## config.mk

```make
export PLATFORM = sky130hd
export DESIGN_NAME = score_unit
export DESIGN_NICKNAME = d
export VERILOG_FILES = /design/src/rtl/score_unit.sv
export SDC_FILE = /design/constraint.sdc
export NUM_CORES = 1
export LEC_CHECK = 0
export BUFFER_PORTS_ARGS = -buffer_cell sky130_fd_sc_hd__buf_2
export CELL_PAD_IN_SITES_DETAIL_PLACEMENT = 0
export CELL_PAD_IN_SITES_GLOBAL_PLACEMENT = 1
export CORE_ASPECT_RATIO = 1.75
export CORE_MARGIN = 8
export CORE_UTILIZATION = 41
export CTS_BUF_LIST = sky130_fd_sc_hd__clkbuf_4 sky130_fd_sc_hd__clkbuf_8 sky130_fd_sc_hd__clkbuf_16
export CTS_CLUSTER_SIZE = 40
export DETAILED_ROUTE_END_ITERATION = 8
export PLACE_DENSITY = 0.88
export SLEW_MARGIN = 20
export SYNTH_ARGS = -nofsm -noshare
export SYNTH_HDL_FRONTEND = slang
export SYNTH_SLANG_ARGS = --single-unit
```

## constraint.sdc

```tcl
create_clock -name clk -period 6.1 [get_ports clk]
set_clock_uncertainty 0.2 [all_clocks]
set_input_delay 0.305 -clock clk [delete_from_list [all_inputs] [get_ports clk]]
set_output_delay 0.305 -clock clk [all_outputs]
set_load 0.02 [all_outputs]
```

## src/rtl/score_unit.sv

```systemverilog
// score_unit: tracks the argmax of the output-layer values for each test
// vector, scores it against the external label, and publishes the final
// correct/total counts through a valid/ack handshake.
module score_unit #(
  parameter int N_CLASSES = 10,
  parameter int VAL_W     = 32,
  parameter int IDX_W     = 5
) (
  input  logic             clk,
  input  logic             rst,
  input  logic             rst_Cor,
  input  logic             ld_Cor,
  input  logic             done,
  input  logic             out_valid,
  input  logic [IDX_W-1:0] out_idx,
  input  logic [VAL_W-1:0] out_val,
  input  logic [31:0]      test_sel,
  input  logic [IDX_W-1:0] label,
  input  logic             result_ack,
  output logic [31:0]      label_addr,
  output logic [IDX_W-1:0] pred_class,
  output logic [31:0]      correct_count,
  output logic [31:0]      tests_scored,
  output logic             result_valid,
  output logic             seq_err
);

  localparam logic [1:0] IDLE    = 2'd0;
  localparam logic [1:0] COLLECT = 2'd1;
  localparam logic [1:0] REPORT  = 2'd2;

  // n_seen must be able to hold N_CLASSES itself (vector complete).
  localparam int CNT_W = $clog2(N_CLASSES + 1);
  localparam logic [CNT_W-1:0] SEEN_FULL = CNT_W'(N_CLASSES);
  // Common width for comparing the incoming index against n_seen.
  localparam int CMP_W = (IDX_W > CNT_W) ? IDX_W : CNT_W;

  logic [1:0]              state_reg, state_next;
  logic [CNT_W-1:0]        n_seen_reg, n_seen_next;
  logic signed [VAL_W-1:0] max_val_reg, max_val_next;
  logic [IDX_W-1:0]        pred_reg, pred_next;
  logic [31:0]             correct_reg, correct_next;
  logic [31:0]             tests_reg, tests_next;
  logic                    valid_reg, valid_next;
  logic                    err_reg, err_next;
  logic [31:0]             label_addr_reg;

  // Helper terms for the scoring and sample-acceptance decisions.
  logic             vector_full;
  logic             label_hit;
  logic [CMP_W-1:0] idx_ext;
  logic [CMP_W-1:0] seen_ext;
  logic             idx_in_order;
  logic             new_max;
  logic [31:0]      correct_inc;
  logic [31:0]      tests_inc;

  assign vector_full  = (n_seen_reg == SEEN_FULL);
  assign label_hit    = vector_full && (pred_reg == label);
  assign idx_ext      = CMP_W'(out_idx);
  assign seen_ext     = CMP_W'(n_seen_reg);
  assign idx_in_order = (idx_ext == seen_ext) && !vector_full;
  // Strictly greater keeps the lower index on ties.
  assign new_max      = $signed(out_val) > max_val_reg;

  // Counters saturate at all-ones rather than wrapping.
  assign correct_inc  = (&correct_reg) ? correct_reg : correct_reg + 32'd1;
  assign tests_inc    = (&tests_reg)   ? tests_reg   : tests_reg   + 32'd1;

  // Next-state logic; priority is rst_Cor > done > ld_Cor > out_valid.
  always_comb begin
    state_next   = state_reg;
    n_seen_next  = n_seen_reg;
    max_val_next = max_val_reg;
    pred_next    = pred_reg;
    correct_next = correct_reg;
    tests_next   = tests_reg;
    valid_next   = valid_reg;
    err_next     = err_reg;

    if (rst_Cor) begin
      state_next   = IDLE;
      n_seen_next  = '0;
      max_val_next = '0;
      pred_next    = '0;
      correct_next = '0;
      tests_next   = '0;
      valid_next   = 1'b0;
      err_next     = 1'b0;
    end else if (state_reg == REPORT) begin
      // Counts are frozen here; a stray score request is a protocol error.
      if (ld_Cor) begin
        err_next = 1'b1;
      end
      if (result_ack) begin
        valid_next = 1'b0;
        state_next = IDLE;
      end
    end else begin
      if (ld_Cor) begin
        // Scores the argmax as it stood before this cycle.
        tests_next = tests_inc;
        if (label_hit) begin
          correct_next = correct_inc;
        end
        if (!vector_full) begin
          err_next = 1'b1;
        end
        // A sample arriving with the score strobe is dropped.
        if (out_valid) begin
          err_next = 1'b1;
        end
        n_seen_next = '0;
        state_next  = IDLE;
      end else if (out_valid && !done) begin
        if (state_reg == IDLE) begin
          if (out_idx == '0) begin
            max_val_next = $signed(out_val);
            pred_next    = '0;
            n_seen_next  = CNT_W'(1);
            state_next   = COLLECT;
          end else begin
            err_next = 1'b1;
          end
        end else begin
          if (idx_in_order) begin
            n_seen_next = n_seen_reg + CNT_W'(1);
            if (new_max) begin
              max_val_next = $signed(out_val);
              pred_next    = out_idx;
            end
          end else begin
            err_next = 1'b1;
          end
        end
      end

      // done is applied after any same-cycle score so the count includes it.
      if (done) begin
        valid_next  = 1'b1;
        n_seen_next = '0;
        state_next  = REPORT;
      end
    end
  end

  // State and datapath registers with asynchronous clear.
  always_ff @(posedge clk or posedge rst) begin
    if (rst) begin
      state_reg   <= IDLE;
      n_seen_reg  <= '0;
      max_val_reg <= '0;
      pred_reg    <= '0;
      correct_reg <= '0;
      tests_reg   <= '0;
      valid_reg   <= 1'b0;
      err_reg     <= 1'b0;
    end else begin
      state_reg   <= state_next;
      n_seen_reg  <= n_seen_next;
      max_val_reg <= max_val_next;
      pred_reg    <= pred_next;
      correct_reg <= correct_next;
      tests_reg   <= tests_next;
      valid_reg   <= valid_next;
      err_reg     <= err_next;
    end
  end

  // Registered label-memory address; label returns one cycle later.
  always_ff @(posedge clk or posedge rst) begin
    if (rst) begin
      label_addr_reg <= '0;
    end else begin
      label_addr_reg <= test_sel;
    end
  end

  assign label_addr    = label_addr_reg;
  assign pred_class    = pred_reg;
  assign correct_count = correct_reg;
  assign tests_scored  = tests_reg;
  assign result_valid  = valid_reg;
  assign seq_err       = err_reg;

endmodule

```

==> impl_metrics.toml, run 1 <==
[critical_path]
cp_common_cell = "or4_1"
r2r_end = "max_val_reg[12]$_DFFE_PP0P_"
cpPeakStageDelay_ps = 590
rr_startpoint = "n_seen_reg[0]$_DFFE_PP0P_"
crit_start = "out_idx[3]"
end_kind = "flop"
slowest_stage = "or4_1"
critical_path_peak_fanout = 21
crit_path_start_kind = "input pin"
criticalPathCategory = "in2reg"
reg2reg_slack_ps = 2820
crit_arrival_ps = 3640
cp.required_ps = 6230
worstRegToRegCells = 7
path_cells = "dlygate4sd3_1 > buf_2 > or4_1 > nor3_1 > o211ai_1 > or4_1 > o2111ai_4 > buf_4 > mux2i_1"
endpoint = "max_val_reg[12]$_DFFE_PP0P_"

[synthesis]
synth-seq-cells = 141
avgSynthCellArea_um2 = 10.2
synth_area_leaders = "dfrtp_1 (48%), ha_1 (6.2%), nand2b_1 (6.2%)"
yosysSeqAreaShare = 0.485
synth_cell_types = 44
synth.most_common_cell = "dfrtp_1"
netlist_area_um2 = 7280
synth_top_area_frac = 0.485
netlist_top_cells_count = "dfrtp_1 (141), nand2b_1 (72), nor2_1 (68)"
yosys_warnings = 0
synthFlopType = "dfrtp_1"
synth_top_family_by_area = "simple AND/OR/NAND/NOR gates"
synthCells = 714
synth-simple-area-share = 0.227
synth_mux_area_frac = 0.0526
synth-async-reset-ratio = 1.00
synth-edff-count = 0
synthAdderAreaFrac = 0.0619
syn_nets = 831
synth-compound-area-share = 0.0579
yosysTopAreaCell = "dfrtp_1"
synthXorXnorAreaFrac = 0.0734

[pwr]
power.internal_w = 0.00168
p_comb_frac = 0.098
p_clk_frac = 0.463
p_seq_frac = 0.439
p_leak_nw = 4.44
power.switching_w = 0.000523
peakVddDrop_uv = 229
powerDensity_nw_per_um2 = 228
p_sw_frac = 0.237

[final_layout]
fillerInstances = 1576
fin_util = 0.554
area_growth_pct = 33.0
nets = 1082
antenna_cells = 0
drive_gt1_frac = 0.234

[die]
die_y_um = 192
core_area_um2 = 17500
start_util = 0.417
die_width_um = 117
std_cell_rows = 64
die_area_um2 = 22400
ios = 184

[clock_network]
clock-sinks = 141
cts-root-buf = "clkbuf_16"
clkSlewWorstSetupHoldPaths_ps = 60
max-clock-path-buffers = 2
post_cts_buffers = 0
post_cts_resized = 0
insertion_delay_ps = 410
htreeDepth = 4
numCtsBuffers = 17
cts_tree = "yes"
holdBufCountCts = 71

[drt]
drtPass1Iterations = 4
antenna_left = 0
wl_per_cell_um = 15.7
drt_iter0_drc = 341
routed_wl_mm = 18.9
remaining_drc_errors = 0
num_vias = 6010
viasPerCell = 4.98

[timing]
min_period_over_period = 0.576
slew_violations = 0
finalHoldViolations = 0
max_freq_ghz = 0.285
whs_ps = 37.2
fin_crit_ps = 3510
tightest_slew_ps = 1040
fin_tns_setup_ps = 0
setup_violations = 0
slew_headroom = 0.301
rsz0062_at_grt = "no"

[global_routing]
grt_usage = 0.180
grt_pass1_wl_mm = 32.1
grt_start_max_net_pins = 105
antenna_found_initial = 0
grt-ovfl-total = 0
grt_pass1_vias = 6655

[place]
routabilityCongestion = 0.779
port_buffers = 183
dp_hpwl_mm = 13.2

[flow_run]
drv_cap = 0

[worst_hold_path]
min_path_type = "in2reg"
min_from = "done"

[outcome]
outcome = "finished, final reports clean"
==> cells in the final DEF (no fill, tap or decap), types with 6 or more instances in the layout <==
master / synthesis / final
nand2b_1: 72 / 72
and3_1: 8 / 8
xnor2_1: 14 / 14
ha_1: 36 / 36
nand4_1: 27 / 27
nor2_1: 68 / 68
buf_2: 0 / 182
clkbuf_16: 0 / 17
mux2i_1: 36 / 36
nand2_1: 33 / 33
nor3_1: 9 / 9
dfrtp_1: 141 / 141
inv_1: 42 / 41
and2_1: 6 / 6
and4_1: 11 / 11
dlygate4sd3_1: 0 / 71
a21oi_1: 32 / 32
or3_1: 10 / 10
o21ai_0: 17 / 17
a211oi_1: 7 / 7
xor2_1: 47 / 47
nand3b_1: 6 / 6
nand3_1: 29 / 29
==> through the flow <==
stage	total power (W)	cells	area (µm²)	setup slack, ps
floorplan	0.00109	714	7280	1810
global placement	0.00116	1106	8380	2780
detailed placement	0.00117	1106	8380	2720
CTS	0.00224	1208	9680	2620
global route	0.00230	1208	9680	2380
finish	0.00220	1208	9680	2590
==> layer usage <==
metal | GRT usage | up-vias | routed length, µm
li1 | - | 2954 | -
met4 | 0.0659 | 0 | 341
met1 | 0.198 | 2880 | 7530
met3 | 0.0636 | 25 | 1410
met5 | 0 | - | 0
met2 | 0.312 | 151 | 9670
==> power groups by stage <==
stage / Combinational [W] / Sequential (W) / Clock, W
after floorplan: 0.0000817 / 0.00101 / 0
after global placement: 0.000180 / 0.000983 / 0
after detailed placement: 0.000182 / 0.000984 / 0
after CTS: 0.000219 / 0.000968 / 0.00105
after global routing: 0.000242 / 0.000970 / 0.00109
final: 0.000216 / 0.000968 / 0.00102
==> cells by family (layout without fill, tap and decap cells) <==
family,after synthesis,after routing
fa+ha+maj,36,36
mux,38,38
flops,141,141
simple gates,299,299
compound gates,71,71
buf+inv,68,331
xor+xnor,61,61
==> area by class of cell <==
class	instances	area, µm²	share of cell area
clock buffers	20	467	0.0482
clock inverters	11	116	0.0120
inverters	42	163	0.0168
multi-input cells	505	3460	0.357
flip-flops and latches	141	3530	0.365
well taps	231	289	0.0299
repair buffers	258	1660	0.171
==> how the worst min path moves through the flow <==
| stage | endpoint | cells past startpoint | slack (ps) |
|---|---|---|---|
| floorplan | label_addr[0]$_DFF_PP0_ | 0 | 140 |
| global placement | label_addr[3]$_DFF_PP0_ | 1 | 210 |
| detailed placement | label_addr[16]$_DFF_PP0_ | 1 | 210 |
| CTS | state_reg[1]$_DFFE_PP0P_ | 3 | 3 |
| global route | seq_err$_DFFE_PP0P_ | 3 | 30 |
| finish | state_reg[1]$_DFFE_PP0P_ | 3 | 40 |
==> critical path: cells and delay by family <==
kind	cells	cell delay, ps
simple gates	3	1370
buf+inv	3	1140
mux	1	240
compound gates	2	570
No activity file was read; power rests on OpenSTA's default activity.
==> inputs of run 2 (changes only) <==
clock period = 3.3 ns   (was 6.1 ns; I/O delays follow)
==> impl_metrics.toml, run 2 (synthesized netlist as in run 1, its figures left out) <==
[drt]
num_vias = 6036
viasPerCell = 4.95
remaining_drc_errors = 0
antenna_left = 0
drt_iter0_drc = 345
drtPass1Iterations = 4
wl_per_cell_um = 15.8
routed_wl_mm = 19.2

[timing]
fin_crit_ps = 3020
min_period_over_period = 0.916
tightest_slew_ps = 963
setup_violations = 0
rsz0062_at_grt = "no"
slew_headroom = 0.354
slew_violations = 0
max_freq_ghz = 0.331
fin_tns_setup_ps = 0
finalHoldViolations = 0

[final_layout]
drive_gt1_frac = 0.237
antenna_cells = 0
ff_latch_area_um2 = 3530
multi_input_comb_area_um2 = 3460
most-common-layout-cells = "buf_2 (182), dfrtp_1 (141), dlygate4sd3_1 (77), nand2b_1 (72), nor2_1 (68)"
area_growth_pct = 33.8
nets = 1093
final_cells = 1219
final_common_cell = "buf_2"
fillerInstances = 1536

[pwr]
p_leak_nw = 4.48
p_clk_frac = 0.444
p_comb_frac = 0.103
powerDensity_nw_per_um2 = 405
power.internal_w = 0.00299
p_sw_frac = 0.242
p_seq_frac = 0.453
peakVddDrop_uv = 539
power.switching_w = 0.000957

[global_routing]
grt_pass1_vias = 6504
grt_pass1_wl_mm = 32.0
antenna_found_initial = 0
grt-ovfl-total = 0
grt_start_max_net_pins = 142
grt_usage = 0.181

[clock_network]
insertion_delay_ps = 430
cts-root-buf = "clkbuf_16"
cts_tree = "yes"
htreeDepth = 4
clock-sinks = 141
max-clock-path-buffers = 2
post_cts_resized = 0
clkSlewWorstSetupHoldPaths_ps = 60
numCtsBuffers = 17

[place]
placed_cells = 1111
routabilityCongestion = 0.807
port_buffers = 183
dp_hpwl_mm = 13.2

[die]
die_y_um = 192
die_width_um = 117
start_util = 0.417
ios = 184
die_area_um2 = 22400
std_cell_rows = 64
core_area_um2 = 17500

[critical_path]
cp.required_ps = 3450
end_kind = "flop"
criticalPathCategory = "in2reg"
cpPeakStageDelay_ps = 590
crit_path_start_kind = "input pin"
cp_common_cell = "or4_1"
path_cells = "dlygate4sd3_1 > buf_2 > or4_1 > nor3_1 > o211ai_1 > or4_1 > o2111ai_4 > buf_4 > mux2i_1"
crit_arrival_ps = 3170
slowest_stage = "or4_1"
critical_path_peak_fanout = 21

[outcome]
outcome = "finished, final reports clean"

[flow_run]
drv_cap = 0

[worst_hold_path]
min_path_type = "in2reg"
## run 2: cell count changes in the layout (fill, tap and decap cells not counted)
cell           before  now
buf_4               5    9
buf_12              0    1
dlygate4sd3_1      71   77
inv_6               2    0
bufinv_16           2    0
clkbuf_4            0    4
## run 2: metal layers
metal  GRT usage  wire (µm)  up-vias
li1            -          -     2970
met3      0.0699       1600       28
met1       0.198       7650     2863
met2       0.308       9590      175
met4      0.0723        371        0
met5           0          0        -
## run 2: path summary, 6_finish.rpt
kind	end	start	cells past startpoint	slack (ps)
min in group asynchronous	max_val_reg[8]$_DFFE_PP0P_	rst	4	310
worst max register to register	max_val_reg[11]$_DFFE_PP0P_	n_seen_reg[3]$_DFFE_PP0P_	7	350
max in group asynchronous	tests_scored[27]$_DFFE_PP0P_	rst	4	2040
worst min register to register	max_val_reg[25]$_DFFE_PP0P_	max_val_reg[25]$_DFFE_PP0P_	2	340
worst max-delay path	max_val_reg[11]$_DFFE_PP0P_	out_idx[2]	9	280
worst min-delay path	label_addr[29]$_DFF_PP0_	test_sel[29]	2	170
## run 2: through the flow
step,total power [W],utilization,setup slack [ps],hold WS [ps],instance area (µm²)
final,0.00395,0.558,277,173,9740
after detailed placement,0.00216,0.483,349,74.3,8430
after floorplan,0.00201,-,624,-3.57,7280
after global routing,0.00411,0.558,133,158,9740
after global placement,0.00215,0.483,427,72.3,8430
after CTS,0.00400,0.558,315,147,9740
## run 2: worst max-delay path, delay by kind of cell
kind	cells	cell delay (ps)
compound gates	2	330
buf+inv	3	1080
mux	1	250
simple gates	3	1320
## run 2: layout make-up
cell class	count	area share
clock buffers	24	0.0510
clock inverters	7	0.00411
inverters	42	0.0166
multi-input cells	505	0.355
flip-flops and latches	141	0.362
well taps	231	0.0297
repair buffers	269	0.182
## run 2: power by group through the flow
stage	clock, W	combinational, W	sequential (W)
floorplan	0	0.000151	0.00186
global placement	0	0.000335	0.00182
detailed placement	0	0.000339	0.00182
CTS	0.00180	0.000410	0.00179
global route	0.00186	0.000453	0.00179
finish	0.00175	0.000406	0.00179
## run 2: timing repair
item | CTS | global route
hold buffers | 77 | 0
endpoints found under the hold margin | 217 | 0
setup buffers | 0 | 0
==> inputs of run 3 (changes only) <==
CORE_UTILIZATION = 42   (was 41)
CTS_BUF_LIST = sky130_fd_sc_hd__clkbuf_8   (was sky130_fd_sc_hd__clkbuf_4 sky130_fd_sc_hd__clkbuf_8 sky130_fd_sc_hd__clkbuf_16)
PLACE_DENSITY = 0.89   (was 0.88)
==> impl_metrics.toml, run 3 (synthesized netlist as in run 1, its figures left out) <==
[critical_path]
critical_path_peak_fanout = 21
cp.required_ps = 3440
crit_arrival_ps = 3320
criticalPathCategory = "in2reg"
crit_path_start_kind = "input pin"
cp.depth = 9
path_cells = "dlygate4sd3_1 > buf_2 > or4_1 > nor3_1 > o211ai_1 > or4_1 > o2111ai_4 > buf_4 > mux2i_1"
slowest_stage = "or4_1"
cp_common_cell = "or4_1"
crit_buf_inv = 3
cpPeakStageDelay_ps = 600
critPathTopFamily = "simple AND/OR/NAND/NOR gates"
worstRegToRegCells = 7
end_kind = "flop"

[clock_network]
insertion_delay_ps = 430
cts_tree = "yes"
max-clock-path-buffers = 2
clkSlewWorstSetupHoldPaths_ps = 80
htreeDepth = 4
numCtsBuffers = 17
clock-sinks = 141
cts-root-buf = "clkbuf_8"

[timing]
fin_crit_ps = 3170
tightest_slew_ps = 915
whs_ps = 172
max_freq_ghz = 0.315
slew_headroom = 0.389
slew_violations = 0
setup_ws_ps = 127
setup_violations = 0
rsz0062_at_grt = "no"
finalHoldViolations = 0
fin_tns_setup_ps = 0
min_period_over_period = 0.962

[final_layout]
final_common_cell = "buf_2"
nets = 1098
drive_gt1_frac = 0.238
most-common-layout-cells = "buf_2 (182), dfrtp_1 (141), dlygate4sd3_1 (79), nand2b_1 (72), nor2_1 (68)"
area_growth_pct = 32.6
fin_util = 0.570

[pwr]
peakVddDrop_uv = 350
powerDensity_nw_per_um2 = 366
p_leak_nw = 4.43
finalPower_w = 0.00353

[drt]
drtPass1Iterations = 5
num_vias = 6024
drt_iter0_drc = 265
antenna_left = 0
viasPerCell = 4.94
remaining_drc_errors = 0
wl_per_cell_um = 15.5
routed_wl_mm = 18.9

[die]
die_y_um = 190
die_area_um2 = 22000
core_area_um2 = 16900
ios = 184
start_util = 0.429
die_width_um = 116
std_cell_rows = 63

[global_routing]
grt_pass1_wl_mm = 30.8
antenna_found_initial = 1
grt_start_max_net_pins = 52
grt_pass1_vias = 6320
grt_usage = 0.176
grt-ovfl-total = 0

[worst_hold_path]
hold_path_depth = 2
min_path_type = "in2reg"

[place]
port_buffers = 183
dp_hpwl_mm = 13.4
dp_slack_ps = 145
routabilityCongestion = 0.826

[flow_run]
drv_cap = 0

[outcome]
outcome = "finished, final reports clean"
-- run 3: changes by cell type in the layout (fill, tap and decap cells not counted), sizes merged --
cell	previous run	this run
buf	192	195
bufinv	0	2
clkbuf	24	18
clkinvlp	3	4
diode	0	1
dlygate4sd3	77	79
inv	41	43
-- run 3: worst reg2reg max path, cell delays in order, from the launching register on --
cell	delay (ps)
dfrtp_1	440
xor2_1	160
or4_4	520
a211o_1	260
or4_1	530
o2111ai_4	240
buf_4	420
mux2i_1	270
-- run 3: per-stage QoR --
step / cell area (µm²) / instances
2_1_floorplan: 7280 / 714
3_3_place_gp: 8480 / 1110
3_5_place_dp: 8480 / 1110
4_1_cts: 9640 / 1219
5_1_grt: 9650 / 1220
6_report: 9650 / 1220
-- run 3: worst paths after layout --
path	to	start	slack [ps]
min reg2reg	max_val_reg[17]$_DFFE_PP0P_	max_val_reg[17]$_DFFE_PP0P_	340
min in group asynchronous	label_addr[1]$_DFF_PP0_	rst	270
min	label_addr[8]$_DFF_PP0_	test_sel[8]	170
max	max_val_reg[5]$_DFFE_PP0P_	out_idx[3]	130
max reg2reg	max_val_reg[5]$_DFFE_PP0P_	n_seen_reg[3]$_DFFE_PP0P_	170
max in group asynchronous	max_val_reg[26]$_DFFE_PP0P_	rst	1850
-- run 3: per-layer routing --
layer	vias to the layer above	track usage	part of all wire
met3	13	0.0635	0.077
met2	171	0.303	0.51
met1	2856	0.194	0.40
met4	0	0.0620	0.014
li1	2984	-	-
met5	-	0	0
-- run 3: report_power, final --
| group | internal (W) | leakage, nW | total [W] | switching, W |
|---|---|---|---|---|
| sequential | 0.00176 | 1.89 | 0.00179 | 0.0000243 |
| clock | 0.000678 | 0.189 | 0.00134 | 0.000658 |
| combinational | 0.000192 | 2.36 | 0.000413 | 0.000222 |
-- run 3: final cells by class --
type	count	area, µm²
diodes	1	2.50
clock buffers	18	248
clock inverters	12	126
fillers	1463	7290
inverters	42	161
multi-input cells	505	3470
flip-flops and latches	141	3530
well taps	227	284
repair buffers	274	1840
-- run 3: repair_timing --
item                                    4_1_cts  5_1_grt
hold endpoints to repair                    129        0
hold buffers                                 79        0
resized for setup                             0        1
buffers inserted                              0        0
endpoints found under the setup margin        0        2
